<file path="config.mk">
export PLATFORM = sky130hd
export DESIGN_NAME = funcion_inversa
export DESIGN_NICKNAME = d
export VERILOG_FILES = /design/src/rtl/funcion_inversa.sv
export SDC_FILE = /design/constraint.sdc
export NUM_CORES = 1
export LEC_CHECK = 0
export ABC_AREA = 1
export CAP_MARGIN = 15
export CELL_PAD_IN_SITES_DETAIL_PLACEMENT = 1
export CELL_PAD_IN_SITES_GLOBAL_PLACEMENT = 1
export CORE_MARGIN = 2
export CORE_UTILIZATION = 43
export CTS_BUF_LIST = sky130_fd_sc_hd__clkbuf_4 sky130_fd_sc_hd__clkbuf_8
export DETAILED_ROUTE_END_ITERATION = 16
export DONT_BUFFER_PORTS = 1
export GPL_TIMING_DRIVEN = 0
export PLACE_DENSITY_LB_ADDON = 0.1
export SYNTH_ARGS = -nofsm -noshare
export SYNTH_HDL_FRONTEND = slang
export SYNTH_SLANG_ARGS = --single-unit
</file>
<file path="constraint.sdc">
create_clock -name clk -period 2.7 [get_ports clk]
set_input_delay 0.81 -clock clk [delete_from_list [all_inputs] [get_ports clk]]
set_output_delay 0.81 -clock clk [all_outputs]
set_load 0.05 [all_outputs]
</file>
<file path="src/rtl/funcion_inversa.sv">
// rtl/funcion_inversa.sv - sequential inverse of Y=2x+2 / Y=x*x by linear candidate search
// Optional build macro INV_FLOOR_EN: on not-found, report the largest cand with f(cand) < Y.
module funcion_inversa #(
  parameter int N_BITS = 4
) (
  input  logic                  clk,
  input  logic                  rst_n,
  input  logic                  start,
  input  logic [2*N_BITS-1:0]   resultado,
  input  logic [1:0]            selectorOperacion,
  output logic [N_BITS-1:0]     binario,
  output logic                  encontrado,
  output logic                  busy,
  output logic                  done
);

  localparam int W = 2*N_BITS + 1;

  typedef enum logic [1:0] {IDLE, SEARCH, DONE} state_t;

  state_t                state_q, state_d;
  logic [N_BITS-1:0]     cand_q, cand_d;
  logic [2*N_BITS-1:0]   y_q, y_d;
  logic [1:0]            sel_q, sel_d;
  logic [N_BITS-1:0]     binario_q, binario_d;
  logic                  encontrado_q, encontrado_d;
  logic                  busy_q, busy_d;
  logic                  done_q, done_d;

  logic [W-1:0]          cand_ext, y_ext, f_val;

  // f is evaluated one bit wider than Y so 2x+2 and x*x never wrap before the compare.
  always_comb begin
    cand_ext = {{(N_BITS+1){1'b0}}, cand_q};
    y_ext    = {1'b0, y_q};
    if (sel_q == 2'b01) f_val = (cand_ext << 1) + W'(2);
    else                f_val = cand_ext * cand_ext;
  end

  always_comb begin
    state_d      = state_q;
    cand_d       = cand_q;
    y_d          = y_q;
    sel_d        = sel_q;
    binario_d    = binario_q;
    encontrado_d = encontrado_q;
    // busy/done are registered views of the state, so they trail it by one edge.
    busy_d       = (state_q == SEARCH);
    done_d       = (state_q == DONE);
    case (state_q)
      IDLE: begin
        if (start) begin
          y_d   = resultado;
          sel_d = selectorOperacion;
          if (selectorOperacion == 2'b01 || selectorOperacion == 2'b10) begin
            state_d = SEARCH;
            cand_d  = '0;
          end else begin
            state_d      = DONE;
            binario_d    = '0;
            encontrado_d = 1'b0;
          end
        end
      end
      SEARCH: begin
        if (f_val == y_ext) begin
          state_d      = DONE;
          binario_d    = cand_q;
          encontrado_d = 1'b1;
        end else if (f_val > y_ext || cand_q == {N_BITS{1'b1}}) begin
          state_d      = DONE;
          encontrado_d = 1'b0;
`ifdef INV_FLOOR_EN
          if (f_val > y_ext) binario_d = (cand_q == '0) ? '0 : cand_q - N_BITS'(1);
          else               binario_d = cand_q;
`else
          binario_d = '0;
`endif
        end else begin
          cand_d = cand_q + N_BITS'(1);
        end
      end
      DONE: state_d = IDLE;
      default: state_d = IDLE;
    endcase
  end

  always_ff @(posedge clk or negedge rst_n) begin
    if (!rst_n) begin
      state_q      <= IDLE;
      cand_q       <= '0;
      y_q          <= '0;
      sel_q        <= '0;
      binario_q    <= '0;
      encontrado_q <= 1'b0;
      busy_q       <= 1'b0;
      done_q       <= 1'b0;
    end else begin
      state_q      <= state_d;
      cand_q       <= cand_d;
      y_q          <= y_d;
      sel_q        <= sel_d;
      binario_q    <= binario_d;
      encontrado_q <= encontrado_d;
      busy_q       <= busy_d;
      done_q       <= done_d;
    end
  end

  assign binario    = binario_q;
  assign encontrado = encontrado_q;
  assign busy       = busy_q;
  assign done       = done_q;

endmodule

</file>
Yosys cells after proc, flatten, opt, wreduce, memory -nomap -nowiden
Index checks and enable logic that the tools add are counted.
W data, S select, Z words.
{"block": "word_totals", "register_bits": 23, "inputBits": 13, "output_inout_bits": 7, "elab_cells": 54}
{"block": "op_classes", "n_reduce_logical": 8, "n_mux": 21, "mul": 1, "eq_ne": 13, "magnitude_cmp": 1, "addsub": 2}
{"cell": "$mux W4", "n": 8}
{"cell": "$pmux W4 S2", "n": 2}
{"cell": "$ne A2 B2 Y1 const B", "n": 5}
{"cell": "$eq A9 B8 Y1", "n": 1}
{"cell": "$gt A9 B8 Y1", "n": 1}
{"cell": "$mux W9", "n": 1}
{"cell": "$mul A4 B4 Y8", "n": 1}
{"cell": "$mux W2", "n": 4}
{"cell": "$add A5 B2 Y6 const B", "n": 1}
{"cell": "$eq A2 B1 Y1 const B", "n": 3}
{"cell": "$reduce_and A5 Y1", "n": 1}
{"cell": "$add A4 B1 Y4 const B", "n": 1}
{"cell": "$eq A2 B2 Y1 const B", "n": 2}
{"cell": "$eq A4 B4 Y1 const B", "n": 1}
{"cell": "$mux W1", "n": 4}
{"cell": "$pmux W2 S2", "n": 1}
{"cell": "$reduce_and A2 Y1", "n": 2}
{"cell": "$reduce_and A4 Y1", "n": 1}
{"cell": "$ne A3 B1 Y1 const B", "n": 1}
{"cell": "$logic_not A2 Y1", "n": 1}
{"cell": "$logic_or A1 B1 Y1", "n": 2}
{"cell": "$pmux W1 S2", "n": 1}
{"cell": "$reduce_bool A2 Y1", "n": 1}

Longest topological paths before layout
Gate-level depths: netlist of the first run.
{"block": "depth", "depth_word": 7, "ltp_mapped": 21}

Worst setup path before layout of the first run
OpenSTA, ideal clock, no wires.
{"block": "synth_path", "kind": "register to register", "startpoint": "register cand_q[0]", "endpoint": "register binario_q[0] (netlist: binario[0])", "path_stages_with_launch": 20, "n_path_buf": 1, "synth_period_minus_slack_ns": 2.799, "setup_slack_ns": -0.099, "arrival_time_ns": 2.734, "cell_sequence": "dfrtp_1 -> buf_2 -> inv_1 -> nor2_1 -> inv_2 -> fa_1 -> inv_1 -> a21oi_1 -> o21ai_0 -> o21ai_0 -> a21oi_1 -> ha_1 -> nand2_1 -> nor2_2 -> and3_1 -> nor2_1 -> nand3_4 -> nand2_4 -> nand2_1 -> nand2_1"}
{"block": "synth_via", "elab_chain_len": 6, "word_cells_on_any_way": 11, "classes_between": "add/sub (1); mul (1); order compare (1); eq/ne (3); mux (3); reduce/logical (2)"}
{"item": "start, declared", "line_no": "22", "text": "logic [N_BITS-1:0] cand_q, cand_d;"}
{"item": "start signal, assigned", "line_no": "100", "text": "cand_q <= cand_d;"}
{"item": "$mul A4 B4 Y8 or $add A5 B2 Y6 (tied branches)", "line_no": "37, 36"}
{"item": "$mux W9", "line_no": "36", "text": "if (sel_q == 2'b01) f_val = (cand_ext << 1) + W'(2);"}
{"item": "$gt A9 B8 Y1", "line_no": "70", "text": "end else if (f_val > y_ext || cand_q == {N_BITS{1'b1}}) begin"}
{"item": "$logic_or A1 B1 Y1", "line_no": "70"}
{"item": "$ne A3 B1 Y1 (no line)"}
{"item": "$reduce_and A4 Y1 (no line)"}
{"item": "end signal, assigned", "line_no": "103", "text": "binario_q <= binario_d;"}
{"item": "end, declared", "line_no": "25", "text": "logic [N_BITS-1:0] binario_q, binario_d;"}
Parallel ways exist; a longest one is shown, timed or not.
A chain may end at the register's enable or synchronous reset.

Worst setup path after layout of the first run
{"block": "layout_path", "startpoint": "register cand_q[1]", "endpoint": "register binario_q[1] (netlist: binario[1])"}
The elaborated chain is that of the path after synthesis.

==> results of run 1 <==
## worst max-delay path, cell delays in order, from the launching register on
cell and delay (ns):
dfrtp_2 0.50, buf_4 0.16, buf_4 0.13, buf_4 0.13, ha_1 0.21, xnor2_1 0.29
mux2i_1 0.15, ha_1 0.29, nand2_1 0.07, nor2_2 0.14, and3_4 0.23, inv_2 0.05
nand2_2 0.08, nand3_4 0.13, nand2_4 0.15, nand2_2 0.06, nand2_2 0.07
## power breakdown
| part | switching [mW] | internal, mW | total (mW) |
|---|---|---|---|
| logic | 0.465 | 0.293 | 0.758 |
| registers | 0.128 | 0.459 | 0.586 |
| clock network | 0.0989 | 0.0678 | 0.167 |
## final timing paths
check                                start         end  slack, ns  depth (start not counted)
worst max register to register   cand_q[1]  binario[1]      -0.19                         16
min in group clk                state_q[0]        done       0.49                          1
worst min register to register  state_q[0]        done       0.49                          1
worst min-delay path                 rst_n      y_q[1]       0.17                          0
max in group asynchronous            rst_n   cand_q[1]       2.44                          0
worst max-delay path             cand_q[1]  binario[1]      -0.19                         16
## layout make-up
| cell class | instances | share of cell area [%] |
|---|---|---|
| multi-input combinational | 129 | 47.77 |
| buffer | 3 | 1.442 |
| sequential | 23 | 30.21 |
| clock buffer | 4 | 1.573 |
| inverter | 35 | 7.143 |
| timing repair buffer | 22 | 8.847 |
| tap | 46 | 3.014 |
## registers in the layout, summed over array words and instances (netlist names)
| signal | count |
|---|---|
| binario | 4 |
| busy | 1 |
| cand_q | 4 |
| done | 1 |
| encontrado | 1 |
| sel_q | 2 |
| state_q | 2 |
| y_q | 8 |
## through the flow
step	util (%)	instances	setup slack (ns)
5_1_grt	57.67	262	-0.3562
3_3_place_gp	46.49	236	-0.2751
4_1_cts	53.40	257	-0.1108
6_report	57.67	262	-0.1947
3_5_place_dp	46.49	236	-0.3317
2_1_floorplan	-	190	0.04010
## layout by cell type, fill, tap and decap left out, types with 2 or more instances in the layout
master	count
dfrtp_1	22
nand3_1	6
buf_4	21
a21oi_2	2
inv_4	2
o21ai_1	3
nand2_4	3
nor2_1	19
a21oi_1	10
nand2_2	13
ha_1	10
xor2_1	2
clkbuf_4	4
inv_2	8
nand3_2	3
ha_4	4
inv_1	25
nor2_4	6
buf_6	3
mux2_2	2
nand2_1	35
## cells by family after synthesis
group,Yosys count,synth area share [%]
muxes,3,2.207
DFF,23,39.05
xor gates and xnor gates,3,1.783
AOI/OAI and AO/OA,19,6.791
and+or+nand+nor,89,26.99
buffers and inverters,38,9.931
adders and majority gates,15,13.24
## per-layer routing
metal / part of all wire, % / vias up / GRT usage (%)
met1: 39 / 645 / 22.80
met2: 56 / 19 / 40.59
met5: 0 / - / 0
li1: - / 638 / -
met4: 1.9 / 0 / 8.056
met3: 2.7 / 10 / 5.045
## timing repair
action                                  4_1_cts  5_1_grt
buffers inserted                             17        5
gates resized for setup                      24       26
pin swaps                                    18       26
endpoints found under the setup margin       11       11
==> run summary, run 1 <==
Status = finished, violations left
Failing checks = negative setup slack
Post-synth top cells = 47 x nand2_1, 31 x inv_1, 23 x dfrtp_1, 23 x nor2_1, 14 x ha_1
Final HPWL DP = 2679 microns
Syn nets = 218
WL/cell = 15.55 microns
Post-layout instance area = 0.001909 sq mm
Worst-Margin Slew = 0.4999 ns
Pwr Density = 791.6 mW/mm^2
First-pass GRT wire length = 6748 microns
RSZ-0062 raised after global routing = yes
Register Area = 576.8 sq um
Via count = 1312
Nets = 245
WP data arrival = 3.15 ns
Synth area leaders = dfrtp_1 39%, nand2_1 12%, ha_1 12%
Cell Area, Synth = 0.001474 sq mm
Worst vdd ir = 0.3873 mV
TNS Setup = -1.886 ns
Synthesized instance count = 190
DRC viols = 0
Most used flip-flop cell after synthesis = dfrtp_1
WHS = 0.1721 ns
Diodes inserted = 0
Clock Path Buffers = 2
Minimum clock period = 2.895 ns
I/O Buffers = 0
Post-synthesis average cell area = 7.757 sq um
Clock root buffer = clkbuf_4
Crit path launch type = register
EDFF count, synth = 0
IO Count = 20
Crit path kind = reg -> reg
Setup Viol. Count Final = 11
Row cnt = 21
Clk_skew = 0.006497 ns
Top-count cell post-synth = nand2_1
Top-area cell type share of the netlist area = 39.05%
Fill cells = 419
Share of cells above drive strength 1 = 36.57%
Die Span X = 62.55 microns
Max frequency = 0.3455 GHz
Tot GR Track Use = 21.43%
CTS Sinks = 23
Area grow syn2layout = 29.54%
Clk pin slew, worst setup/hold paths = 0.12 ns
HP Class = in -> async
FF+latch count, synth = 23
CTS tree = done
Async SR Flop Fraction = 100.0%
First-pass iteration count of the detailed router = 4
Gpl congestion = 0.8419
Leak = 1.009 nW
Worst-path fanout max = 6
Final setup margin = -0.1947 ns
Netlist cell types = 25
Footprint of the multi-input gates = 912.1 sq um
Post-Place Cell Area = 0.001539 sq mm
Worst Setup End Kind = register
Drt initial violations = 12
Max-Slew Margin vs Limit = 66.67%
Core area = 0.003311 sq mm
Fin. max-slew vios = 0
CTS Buf Count = 3
Period Utilization, post-route = 107.2%
Final Hold Vio Count = 0
Initial antenna violation count = 0
Yosys warns = 0
Synth area leader = dfrtp_1
Starting Density = 44.52%
Routed WL = 4073 microns
Vias per cell = 5.008
Worst path required time = 2.96 ns
Post-CTS Hold Buffers = 0
Tot Pwr = 1.511 mW
Die H = 62.55 microns
DRT antenna net count = 0
Latest clock arrival within the worst-skew pair = 0.31 ns
Vias in the first global route = 1531
Max H-tree Level = 1
Max cap viols = 0
Largest net degree at the start of global routing = 24
Register area share after synthesis = 39.05%
GRT overflow = 0
Die ar. = 0.003912 sq mm
Note: power is estimated with default switching activity, not from simulation.
==> run 2: changes to the inputs <==
- SETUP_SLACK_MARGIN: default -> 0.1
==> run 2 against run 1 <==
  * Clock-buffer cell count fell by 1
  * Cell area fell by 6.0%
  * Wire length fell by 12%
  * Via count fell by 4.3%
  * Critical path depth rose by 2
  * Sequential power fell by 1%
  * The run still ends with negative setup slack left
  * Die area did not move
==> run summary, run 2 (synthesis gave the netlist of run 1 again) <==
HP Class = in -> async
Worst path required time = 2.97 ns
Commonest cells after routing, fill and taps aside = 42 x nand2_1, 27 x inv_1, 22 x dfrtp_1
Status = finished, violations left
Clk pin slew, worst setup/hold paths = 0.14 ns
Period Utilization, post-route = 104.7%
CTS Buf Count = 3
Final setup margin = -0.1281 ns
First-pass GRT wire length = 6417 microns
Combinational Power Share = 47.8%
Gpl congestion = 0.8080
WL/cell = 14.22 microns
Pwr Density = 802.0 mW/mm^2
Drt initial violations = 39
Share of cells above drive strength 1 = 29.47%
Clk_skew = 0.005470 ns
Die Span X = 62.55 microns
Crit path launch type = register
Largest register FFs = 8
WHS = 0.1559 ns
Die H = 62.55 microns
Clock power share = 11.9%
CTS Sinks = 23
Biggest register = y_q
Fill cells = 426
I/O Buffers = 0
Max-Slew Margin vs Limit = 67.87%
Clock root buffer = clkbuf_4
Power Internal = 783.0 uW
Vias in the first global route = 1384
First-pass iteration count of the detailed router = 4
DRT antenna net count = 0
RSZ-0062 raised after global routing = yes
Latest clock arrival within the worst-skew pair = 0.32 ns
Starting Density = 44.52%
Max H-tree Level = 1
Sequential share of power = 40.3%
Worst vdd ir = 0.3875 mV
Crit path cell chain = nor2_4, nand2_2, fa_2, inv_2, buf_4, nand2_1, nand2_1, o22ai_1, ha_1, nand2_1, nor2_2, and3_4, inv_2, nand2_2, nand3_4, nand2_4, nand2_1, nand2_1
Core area = 0.003311 sq mm
Net Sw Frac = 45.62%
GRT overflow = 0
Diodes inserted = 0
Register Area = 576.8 sq um
Max frequency = 0.3536 GHz
Footprint of the multi-input gates = 877.1 sq um
Row cnt = 21
Tot GR Track Use = 20.72%
Final Hold Vio Count = 0
Minimum clock period = 2.828 ns
Max cap viols = 0
Worst-Margin Slew = 0.4819 ns
IO Count = 20
Delay of the slowest critical-path stage = 0.51 ns
Worst Setup End Kind = register
Via count = 1256
Slowest CP cell = dfrtp_2
DP Worst Slack = -0.3101 ns
Failing checks = negative setup slack
Fin. max-slew vios = 0
TNS Setup = -1.151 ns
Leak = 0.9656 nW
DRC viols = 0
Final HPWL DP = 2709 microns
Vias per cell = 4.964
Switch Pwr = 656.9 uW
Die ar. = 0.003912 sq mm
Nets = 236
Crit path kind = reg -> reg
Initial antenna violation count = 0
Most common cell on crit path = nand2_1
Commonest non-fill, non-tap cell in the layout = nand2_1
Largest net degree at the start of global routing = 24
Post-CTS Hold Buffers = 0
Area grow syn2layout = 21.82%
Clock Path Buffers = 2
Layout Utilization = 54.23%
Routed WL = 3598 microns
Setup Viol. Count Final = 11
CTS tree = done
WP data arrival = 3.10 ns
Worst-path fanout max = 6
Tot Pwr = 1.440 mW
run 2: cell types whose count changed in the layout (fill, tap and decap cells not counted), moves of 2 or more:
cell | before | now
nor2_4 | 6 | 4
nand2_2 | 13 | 6
inv_4 | 2 | 0
nand2_1 | 35 | 42
inv_1 | 25 | 27
buf_4 | 21 | 13
run 2: timing repair:
action | in CTS | in global routing
setup endpoints to repair | 11 | 11
resized for setup | 17 | 5
pin swaps | 16 | 8
buffers inserted | 11 | 2
run 2: stage by stage:
step	std cells	cell area [sq um]
after floorplan	190	1518
after global placement	236	1575
after detailed placement	236	1575
after CTS	251	1762
after global routing	253	1795
final	253	1795
run 2: layer usage:
| layer | vias up | wire length [microns] | global-route usage, % |
|---|---|---|---|
| met1 | 610 | 1506 | 23.70 |
| met2 | 19 | 1946 | 39.52 |
| li1 | 621 | - | - |
| met4 | 0 | 59 | 7.500 |
| met5 | - | 0 | 0 |
| met3 | 6 | 85 | 2.162 |
run 2: final timing paths:
kind / start / endpoint / slack (ns) / cells after the start
hold / removal: rst_n / y_q[6] / 0.16 / 0
setup reg to reg: cand_q[1] / binario[1] / -0.13 / 18
min in group clk: state_q[0] / done / 0.49 / 1
max in group asynchronous: rst_n / cand_q[1] / 2.46 / 0
setup / recovery: cand_q[1] / binario[1] / -0.13 / 18
hold reg to reg: state_q[0] / done / 0.49 / 1
run 2: power by group through the flow:
| stage | registers [mW] | logic, mW | clock network (mW) |
|---|---|---|---|
| after floorplan | 0.571 | 0.459 | 0 |
| after global placement | 0.587 | 0.547 | 0 |
| after detailed placement | 0.593 | 0.591 | 0 |
| after CTS | 0.582 | 0.685 | 0.178 |
| after global routing | 0.596 | 0.784 | 0.193 |
| final | 0.580 | 0.688 | 0.171 |
run 2: critical path: cells and delay by family, from the launching register on:
kind	cells	cell delay, ns
flip-flops	1	0.51
buffers and inverters	3	0.24
AND/OR/NAND/NOR	12	1.29
adder cells (fa/ha/maj)	2	0.66
AO/OA/AOI/OAI	1	0.08
run 2: final cells by class:
| cell class | instances | area share (%) |
|---|---|---|
| Tap cell | 46 | 3.206 |
| Sequential cell | 23 | 32.13 |
| Inverter | 35 | 7.317 |
| Buffer | 3 | 1.533 |
| Multi-Input combinational cell | 129 | 48.85 |
| Clock inverter | 1 | 0.2787 |
| Timing Repair Buffer | 13 | 5.436 |
| Clock buffer | 3 | 1.254 |
==> run 3: changes to the inputs <==
- CORE_ASPECT_RATIO: default -> 0.9
- SKIP_CTS_REPAIR_TIMING: default -> 1
==> run 3 against run 2 <==
  * The run still ends with negative setup slack left
  * Flip-flop and latch count is the same
  * Cell count shrank 2.0%
  * Critical path depth grew 2
  * Fmax shrank 0.47%
  * Clock skew grew 0.0028 ns
  * Clock power grew 27%
  * First-iteration DRC count is the same
  * Setup slack lost 0.013 ns
==> run summary, run 3 (synthesis gave the netlist of run 1 again) <==
Fin. max-slew vios = 0
WL/cell = 14.14 microns
Clock root buffer = clkbuf_8
Crit path kind = reg -> reg
Commonest cells after routing, fill and taps aside = 39 x nand2_1, 28 x inv_1, 22 x dfrtp_1
CTS tree = done
Crit path launch type = register
Die ar. = 0.003913 sq mm
Area grow syn2layout = 20.46%
Post-layout instance area = 0.001775 sq mm
Status = finished, violations left
Post-Place Cell Area = 0.001573 sq mm
Layout Utilization = 53.35%
Worst Setup End Kind = register
Commonest non-fill, non-tap cell in the layout = nand2_1
Crit path capture = cand_q[3]
CTS Buf Count = 3
Routed WL = 3507 microns
Minimum clock period = 2.842 ns
Worst-path fanout max = 6
Largest register FFs = 8
Setup Viol. Count Final = 11
Worst path required time = 2.92 ns
Clk_skew = 0.008269 ns
IO Count = 20
Period Utilization, post-route = 105.2%
Row cnt = 20
CTS Sinks = 23
Largest net degree at the start of global routing = 24
Drt initial violations = 39
Biggest register = y_q
Die Span X = 65.72 microns
Pwr Density = 848.5 mW/mm^2
Failing checks = negative setup slack
Worst vdd ir = 0.2587 mV
Vias in the first global route = 1211
GRT overflow = 0
Latest clock arrival within the worst-skew pair = 0.27 ns
I/O Buffers = 0
Final HPWL DP = 2731 microns
WHS = 0.2181 ns
First-pass iteration count of the detailed router = 4
Max H-tree Level = 1
Tot GR Track Use = 18.56%
Share of cells above drive strength 1 = 29.41%
Starting Density = 44.29%
Max frequency = 0.3519 GHz
Via count = 1232
Core area = 0.003328 sq mm
Max-Slew Margin vs Limit = 66.74%
Gpl congestion = 0.8613
RSZ-0062 raised after global routing = yes
RR Startpoint = cand_q[0]
R2r endpoint = cand_q[3]
Initial antenna violation count = 0
Diodes inserted = 0
Clk pin slew, worst setup/hold paths = 0.08 ns
Die H = 59.54 microns
Worst-Margin Slew = 0.4989 ns
WP data arrival = 3.06 ns
HP Class = in -> async
TNS Setup = -1.348 ns
DRT antenna net count = 0
Crit path from = cand_q[0]
DRC viols = 0
Register-to-Register Path Depth = 20
Max cap viols = 0
Final Hold Vio Count = 0
Final setup margin = -0.1416 ns
R2R setup slack = -0.14 ns
Nets = 233
Leak = 0.9673 nW
Clock Path Buffers = 2
First-pass GRT wire length = 5416 microns
Vias per cell = 4.968
run 3: cell types whose count changed in the layout (fill, tap and decap cells not counted), sizes merged:
| cell | delta |
|---|---|
| buf | -3 |
run 3: metal layers:
| layer | vias up | global-route usage, % | share of wire (%) |
|---|---|---|---|
| met2 | 18 | 30.30 | 50 |
| met1 | 601 | 25.09 | 46 |
| li1 | 611 | - | - |
| met3 | 2 | 3.612 | 3.2 |
| met4 | 0 | 5.357 | 0.80 |
| met5 | - | 0 | 0 |
run 3: final cells by class:
class	count	area, sq um
Multi-Input combinational cell	129	854.6
Tap cell	44	55.05
Sequential cell	23	576.8
Inverter	35	136.4
Clock buffer	3	41.29
Timing Repair Buffer	10	78.83
Fill cell	416	1553
Buffer	3	27.53
Clock inverter	1	5.005
run 3: per-stage QoR:
stage / cells / worst slack [ns] / total power, mW
final: 248 / -0.1416 / 1.506
after global routing: 248 / -0.3061 / 1.635
after CTS: 238 / -0.3042 / 1.405
after detailed placement: 234 / -0.2757 / 1.185
after global placement: 234 / -0.1019 / 1.138
after floorplan: 190 / 0.1058 / 1.030
run 3: worst min-delay path by stage:
stage	endpoint	slack, ns	cells past startpoint
6_report	binario[0]	0.22	0
3_5_place_dp	done	0.46	1
5_1_grt	done	0.20	0
3_3_place_gp	done	0.46	1
4_1_cts	done	0.21	0
2_1_floorplan	done	0.44	1
run 3: power breakdown:
group          internal [mW]  leakage (nW)  total (mW)  switching, mW
Combinational          0.276         0.658       0.706          0.430
Sequential             0.459         0.284       0.583          0.124
Clock                  0.103        0.0255       0.218          0.114
run 3: worst max-delay path: stages (launching register included):
cell     delay, ns
dfrtp_1       0.40
buf_6         0.14
inv_4         0.04
nor2_4        0.11
inv_2         0.06
fa_2          0.38
inv_2         0.08
a21oi_2       0.05
o21ai_2       0.18
o21ai_2       0.08
a21oi_2       0.12
ha_1          0.25
nand2_1       0.07
nand2_1       0.07
a21oi_2       0.15
nand3_2       0.10
nand2_4       0.09
nand3_4       0.12
nand2_4       0.15
nand2_1       0.06
nand2_1       0.06
